==> src/rtl/song_pkg.sv <==
// Shared types and constants for the note-ROM music player's playback controller.
package song_pkg;

    typedef enum logic [1:0] {
        ST_IDLE  = 2'b00,
        ST_PLAY  = 2'b01,
        ST_PAUSE = 2'b10,
        ST_DONE  = 2'b11
    } song_state_e;

    localparam int NOTE_REST = 0;

    function automatic int beat_div(input int clk_hz, input int beat_hz);
        return clk_hz / beat_hz;
    endfunction

    // A divide-by-1 timer still needs a one-bit counter to stay legal.
    function automatic int cnt_width(input int div);
        return (div > 1) ? $clog2(div) : 1;
    endfunction

endpackage

==> src/rtl/song_if.sv <==
// Note-ROM and tone-generator bus between the sequencer (master) and the player datapath.
interface song_if #(
    parameter int ADDR_W = 10,
    parameter int NOTE_W = 5
);
    // rom_data must reflect rom_addr one clock after rom_addr changes; tone_code
    // is only meaningful while tone_en is high. There is no back-pressure.
    logic [ADDR_W-1:0] rom_addr;
    logic [NOTE_W-1:0] rom_data;
    logic [NOTE_W-1:0] tone_code;
    logic              tone_en;

    modport master (
        output rom_addr,
        output tone_code,
        output tone_en,
        input  rom_data
    );

    modport slave (
        input  rom_addr,
        input  tone_code,
        input  tone_en,
        output rom_data
    );

endinterface

==> src/rtl/beat_timer.sv <==
// Beat timebase: counts DIV clocks while running and emits a registered one-cycle tick.
module beat_timer
    import song_pkg::*;
#(
    parameter int DIV = 10
) (
    input  logic in_clk,
    input  logic rst,
    input  logic run,
    input  logic clear,
    output logic tick
);

    localparam int               CNT_W    = cnt_width(DIV);
    localparam logic [CNT_W-1:0] CNT_LAST = CNT_W'(DIV - 1);

    logic [CNT_W-1:0] cnt_q;

    // Holding (neither run nor clear) freezes the count so a pause resumes mid-beat.
    always_ff @(posedge in_clk or negedge rst) begin
        if (!rst) begin
            cnt_q <= '0;
            tick  <= 1'b0;
        end else if (clear) begin
            cnt_q <= '0;
            tick  <= 1'b0;
        end else if (run) begin
            if (cnt_q == CNT_LAST) begin
                cnt_q <= '0;
                tick  <= 1'b1;
            end else begin
                cnt_q <= cnt_q + 1'b1;
                tick  <= 1'b0;
            end
        end else begin
            tick <= 1'b0;
        end
    end

endmodule

==> src/rtl/song_sequencer.sv <==
// Playback controller: transport FSM, note-ROM address stepper and registered note output.
module song_sequencer
    import song_pkg::*;
#(
    parameter int CLK_HZ    = 50000000,
    parameter int BEAT_HZ   = 8,
    parameter int ADDR_W    = 10,
    parameter int LAST_ADDR = 420,
    parameter int NOTE_W    = 5
) (
    input  logic        in_clk,
    input  logic        rst,
    input  logic        play_btn,
    input  logic        pause_btn,
    input  logic        stop_btn,
    input  logic        loop_en,
    song_if.master      bus,
    output logic        beat_tick,
    output logic        done,
    output logic [1:0]  state
);

    localparam int                BEAT_DIV    = beat_div(CLK_HZ, BEAT_HZ);
    localparam logic [ADDR_W-1:0] ADDR_LAST   = ADDR_W'(LAST_ADDR);
    localparam logic [NOTE_W-1:0] NOTE_SILENT = NOTE_W'(NOTE_REST);

    if (LAST_ADDR < 0 || LAST_ADDR >= (1 << ADDR_W)) begin : g_bad_last_addr
        $error("song_sequencer: LAST_ADDR does not fit in ADDR_W bits");
    end
    if (BEAT_DIV < 2) begin : g_bad_beat_div
        $error("song_sequencer: CLK_HZ/BEAT_HZ must be at least 2");
    end

    song_state_e       state_q;
    song_state_e       state_d;
    logic [ADDR_W-1:0] addr_q;
    logic [NOTE_W-1:0] note_q;
    logic              addr_moved_q;
    logic              done_q;

    logic at_last;
    logic step_beat;
    logic song_end;
    logic addr_clr;
    logic addr_step;
    logic timer_run;
    logic timer_clear;

    beat_timer #(
        .DIV (BEAT_DIV)
    ) u_beat_timer (
        .in_clk (in_clk),
        .rst    (rst),
        .run    (timer_run),
        .clear  (timer_clear),
        .tick   (beat_tick)
    );

    // Stop beats everything; reaching the end of a non-looping song beats a pause.
    always_comb begin
        state_d   = state_q;
        at_last   = (addr_q == ADDR_LAST);
        step_beat = (state_q == ST_PLAY) && beat_tick && !stop_btn;
        song_end  = step_beat && at_last && !loop_en;
        case (state_q)
            ST_IDLE: begin
                if (play_btn && !stop_btn) state_d = ST_PLAY;
            end
            ST_PLAY: begin
                if (stop_btn)                     state_d = ST_IDLE;
                else if (song_end)                state_d = ST_DONE;
                else if (pause_btn && !play_btn)  state_d = ST_PAUSE;
            end
            ST_PAUSE, ST_DONE: begin
                if (stop_btn)      state_d = ST_IDLE;
                else if (play_btn) state_d = ST_PLAY;
            end
            default: state_d = ST_IDLE;
        endcase
    end

    always_comb begin
        addr_clr    = stop_btn || (step_beat && at_last);
        addr_step   = step_beat && !at_last;
        timer_run   = (state_q == ST_PLAY);
        timer_clear = (state_d == ST_IDLE) || (state_d == ST_DONE);
    end

    always_ff @(posedge in_clk or negedge rst) begin
        if (!rst) begin
            state_q <= ST_IDLE;
            done_q  <= 1'b0;
        end else begin
            state_q <= state_d;
            done_q  <= song_end;
        end
    end

    always_ff @(posedge in_clk or negedge rst) begin
        if (!rst) begin
            addr_q       <= '0;
            addr_moved_q <= 1'b0;
        end else begin
            addr_moved_q <= addr_clr || addr_step;
            if (addr_clr)       addr_q <= '0;
            else if (addr_step) addr_q <= addr_q + 1'b1;
        end
    end

    // The ROM output is stale for the cycle right after an address move, so skip that one.
    always_ff @(posedge in_clk or negedge rst) begin
        if (!rst) begin
            note_q <= '0;
        end else if (state_q == ST_PLAY && !addr_moved_q) begin
            note_q <= bus.rom_data;
        end
    end

    assign bus.rom_addr  = addr_q;
    assign bus.tone_code = note_q;
    assign bus.tone_en   = (state_q == ST_PLAY) && (note_q != NOTE_SILENT);
    assign done          = done_q;
    assign state         = state_q;

endmodule

==> src/flat_wrapper.sv <==
// flat-port wrapper written by rule: the top's interface ports become plain ports
module song_sequencer_flat import song_pkg::*;
#(
    parameter int CLK_HZ    = 50000000,
    parameter int BEAT_HZ   = 8,
    parameter int ADDR_W    = 10,
    parameter int LAST_ADDR = 420,
    parameter int NOTE_W    = 5
)
  (in_clk, rst, play_btn, pause_btn, stop_btn, loop_en, beat_tick, done, state, bus_rom_addr, bus_tone_code, bus_tone_en, bus_rom_data);
  song_if #(.ADDR_W(ADDR_W), .NOTE_W(NOTE_W)) bus_i ();
  input  logic in_clk;
  input  logic rst;
  input  logic play_btn;
  input  logic pause_btn;
  input  logic stop_btn;
  input  logic loop_en;
  output logic beat_tick;
  output logic done;
  output logic [1:0] state;
  output wire logic [$bits(bus_i.rom_addr)-1:0] bus_rom_addr;
  output wire logic [$bits(bus_i.tone_code)-1:0] bus_tone_code;
  output wire logic [$bits(bus_i.tone_en)-1:0] bus_tone_en;
  input wire logic [$bits(bus_i.rom_data)-1:0] bus_rom_data;
  assign bus_rom_addr = bus_i.rom_addr;
  assign bus_tone_code = bus_i.tone_code;
  assign bus_tone_en = bus_i.tone_en;
  assign bus_i.rom_data = bus_rom_data;
  song_sequencer #(.CLK_HZ(CLK_HZ), .BEAT_HZ(BEAT_HZ), .ADDR_W(ADDR_W), .LAST_ADDR(LAST_ADDR), .NOTE_W(NOTE_W)) u_core (.in_clk(in_clk), .rst(rst), .play_btn(play_btn), .pause_btn(pause_btn), .stop_btn(stop_btn), .loop_en(loop_en), .bus(bus_i), .beat_tick(beat_tick), .done(done), .state(state));
endmodule
==> config.mk <==
export PLATFORM = sky130hd
export DESIGN_NAME = song_sequencer_flat
export DESIGN_NICKNAME = d
export VERILOG_FILES = /design/src/rtl/song_pkg.sv /design/src/rtl/song_if.sv /design/src/rtl/beat_timer.sv /design/src/rtl/song_sequencer.sv /design/src/flat_wrapper.sv
export SDC_FILE = /design/constraint.sdc
export NUM_CORES = 1
export LEC_CHECK = 0
export BUFFER_PORTS_ARGS = -buffer_cell sky130_fd_sc_hd__buf_2
export CORE_MARGIN = 5
export CORE_UTILIZATION = 41
export DETAILED_ROUTE_END_ITERATION = 10
export PLACE_DENSITY = 0.56
export SLEW_MARGIN = 15
export SYNTH_ARGS = -nofsm -noshare
export SYNTH_HDL_FRONTEND = slang
export SYNTH_HIERARCHICAL = 1
export SYNTH_SLANG_ARGS = --single-unit
==> constraint.sdc <==
create_clock -name in_clk -period 5.1 [get_ports in_clk]
set_clock_uncertainty 0.05 [all_clocks]
set_input_delay 0.765 -clock in_clk [delete_from_list [all_inputs] [get_ports in_clk]]
set_output_delay 0.765 -clock in_clk [all_outputs]
set_load 0.02 [all_outputs]
==> metrics <==
post-route minimum period=2.95 ns; EDFF count, synth=0; asr flop ratio synth=100%; met2 WL=2390 µm; critical path class=primary input to flop; DR WL met3=326 µm; Total Nets Final=289; Final ANT Viol Nets=0; chip width=86.7 µm; Clk pin slew, worst setup/hold paths=0.08 ns; Worst-Margin Slew=0.949 ns; clk sinks=43; cts hold-fix bufs=0; fraction of layout cells with a size suffix above 1=19.6%; DR top layer=met4; ANT cells=0; TritonCTS clock tree=built; Max Root-Sink Buffers=2; Lkg Pwr=1.20 nW; Worst VDD drop=0.112 mV; CTS root buffer=clkbuf_8; Syn-to-layout area delta=12.6%; MaxCap Viol Count=0; Rows=28; RSZ-0062 raised after global routing=no; initial antenna violation count=0; # DRC=0; Top-Level Pins=31; final hold vios=0; die height=86.7 µm; combinational power share=9.6%; Seq pwr share=51.2%; Final TNS setup=0 ns; pwr dens=259 nW/µm²; final cycle utilization of the critical path=57.9%; Clk pwr share=39.2%; FF+latch count, synth=43; Setup WS post-layout=2.15 ns; CP Data Arrival Time=3.13 ns; synth unique cells=47; Worst setup EP type=flop; multi-input combinational cell area=1250 µm²; Clock Latency Late Sink=0.30 ns; Register Area=1080 µm²; yosys synthesis warning count=6; Sw Ratio=24.0%; ys flop type=dfrtp_1; WL/cell=15.2 µm; number of global-route vias before repair=1904; Cell Area, Synth=2410 µm²; largest net degree at the start of global routing=44; RePlAce Congestion=0.785; Die Area=7520 µm²; top cells by area, synth=dfrtp_1, xor2_1, nor2_1, nand4_1, nand2_1; Via Count=1948; Overall Global Routing Usage=15.4%; vias per cell=5.55; GRT overflow=0; Filler cells=574; P_int=0.000534 W; Num CTS Buffers=5; Worst setup SP type=primary input; Worst slew margin=36.7%; DRT Pass-1 Iters=4; Setup Viol. Count Final=0; post-CTS setup buffer count=0; Routed Wire Length=5330 µm; NetSw=0.000169 W; Post-DP HPWL=3730 µm; Initial Util=41.5%; first-pass GRT wire length=9200 µm; number of DRC markers in iteration 0=117; required time of the critical path=5.27 ns; Worst Hold Class=flop to flop; Mean Syn Cell Area=9.78 µm²; Post-Route M1 WL=2570 µm; Mapped Nets=261; CP max FO=13; IO buf count=30; post-synthesis sequential area ratio=44.6%; fmax=339 MHz; DP Worst Slack=1.85 ns; top-area cell type share of the netlist area=44.6%; final max-slew violation count=0; H-tree Lvls=2; Core ar.=5820 µm²; post-synth top area cell=dfrtp_1; Mapped Cells=247; post-CTS sizing=0; outcome=complete, no violations
## cells in the mapped netlist (2+ instances only)
cell,number
a21oi_1,11
xor2_1,16
o211ai_1,3
inv_1,7
nand2_1,17
ha_1,3
buf_6,2
nor2b_1,4
clkbuf_1,4
nand2b_1,5
and3_1,8
buf_4,2
o2111ai_1,3
o31ai_1,6
or3_1,4
and4bb_2,3
mux2_2,5
and4_1,4
dfrtp_1,43
nand4_2,3
and2_1,3
nor4_1,3
nand4_1,12
or4_1,4
nand3_1,9
o21ai_0,12
nor3_1,3
nor2_1,28
o21a_1,2
## flip-flops by register name, indices dropped and copies added (netlist names)
name                       flops
u_core/addr_moved_q            1
u_core/u_beat_timer/cnt_q     23
u_core/bus.tone_code           5
u_core/bus.rom_addr           10
u_core/state                   2
u_core/u_beat_timer/tick       1
u_core/done                    1
## logic make-up after synthesis
kind of cell	count (synthesis)	synth area share, %
AOI/OAI and AO/OA	45	12.9
xor gates and xnor gates	17	6.17
adders and majority gates	3	1.55
buffers and inverters	16	3.47
DFF	43	44.6
muxes	6	2.75
and+or+nand+nor	117	28.6
## power groups by stage
stage          Sequential (W)  Clock, W  Combinational [W]
2_1_floorplan        0.000379         0          0.0000288
3_3_place_gp         0.000366         0          0.0000690
3_5_place_dp         0.000367         0          0.0000695
4_1_cts              0.000360  0.000289          0.0000697
5_1_grt              0.000362  0.000305          0.0000760
6_report             0.000360  0.000275          0.0000677
## cell type report
cell class,count,share of cell area (%)
Multi-Input combinational cell,188,46.2
Sequential cell,43,39.6
Timing Repair Buffer,30,5.52
Tap cell,75,3.45
Clock buffer,6,3.04
Clock inverter,2,1.29
Inverter,7,0.966
## path summary, 6_finish.rpt
path / start / endpoint / slack (ns) / cells past startpoint
min in group asynchronous: rst / u_core/bus.rom_addr[7]$_DFFE_PN0P_ / 0.55 / 1
setup reg to reg: u_core/bus.rom_addr[0]$_DFFE_PN0P_ / u_core/u_beat_timer/cnt_q[16]$_DFFE_PN0P_ / 2.25 / 10
setup / recovery: stop_btn / u_core/u_beat_timer/cnt_q[16]$_DFFE_PN0P_ / 2.15 / 9
hold reg to reg: u_core/bus.tone_code[4]$_DFFE_PN0P_ / u_core/bus.tone_code[4]$_DFFE_PN0P_ / 0.48 / 1
max in group asynchronous: rst / u_core/u_beat_timer/cnt_q[21]$_DFFE_PN0P_ / 3.85 / 1
hold / removal: u_core/bus.tone_code[4]$_DFFE_PN0P_ / u_core/bus.tone_code[4]$_DFFE_PN0P_ / 0.48 / 1
## cells in the final DEF, fill, tap and decap left out, drive strengths merged, types with 4 or more instances in the layout
master / Yosys / final
dfrtp: 43 / 43
nand2b: 5 / 5
nand4: 15 / 15
or3: 4 / 4
buf: 5 / 30
inv: 7 / 7
nand2: 17 / 17
and3: 8 / 8
and4bb: 4 / 4
nor2: 29 / 29
o31ai: 7 / 7
o21ai: 12 / 12
nor2b: 4 / 4
and4: 4 / 4
nor4: 4 / 4
or4: 4 / 4
clkbuf: 4 / 6
mux2: 5 / 5
nand3: 10 / 10
xor2: 16 / 16
a21oi: 11 / 11
## through the flow
stage	util [%]	hold WS, ns	total power, W	instances	instance area (µm²)
after floorplan	-	0.419	0.000408	247	2410
after global placement	44.7	0.466	0.000435	343	2600
after detailed placement	44.7	0.468	0.000437	343	2600
after CTS	46.8	0.487	0.000719	351	2720
after global routing	46.8	0.511	0.000744	351	2720
final	46.8	0.481	0.000703	351	2720
## metal layers
metal	vias up	global-route usage [%]
met3	4	4.18
met1	938	20.5
li1	964	-
met4	0	4.53
met2	42	24.5
met5	-	0
## critical path: stages
cell	delay, ns
buf_2	0.17
and4bb_2	0.37
nand4_2	0.14
o21ai_0	0.10
a21o_1	0.35
o2111a_1	0.42
nand3_4	0.13
or4_1	0.52
a21oi_1	0.15
Note: power is estimated with default switching activity, not from simulation.
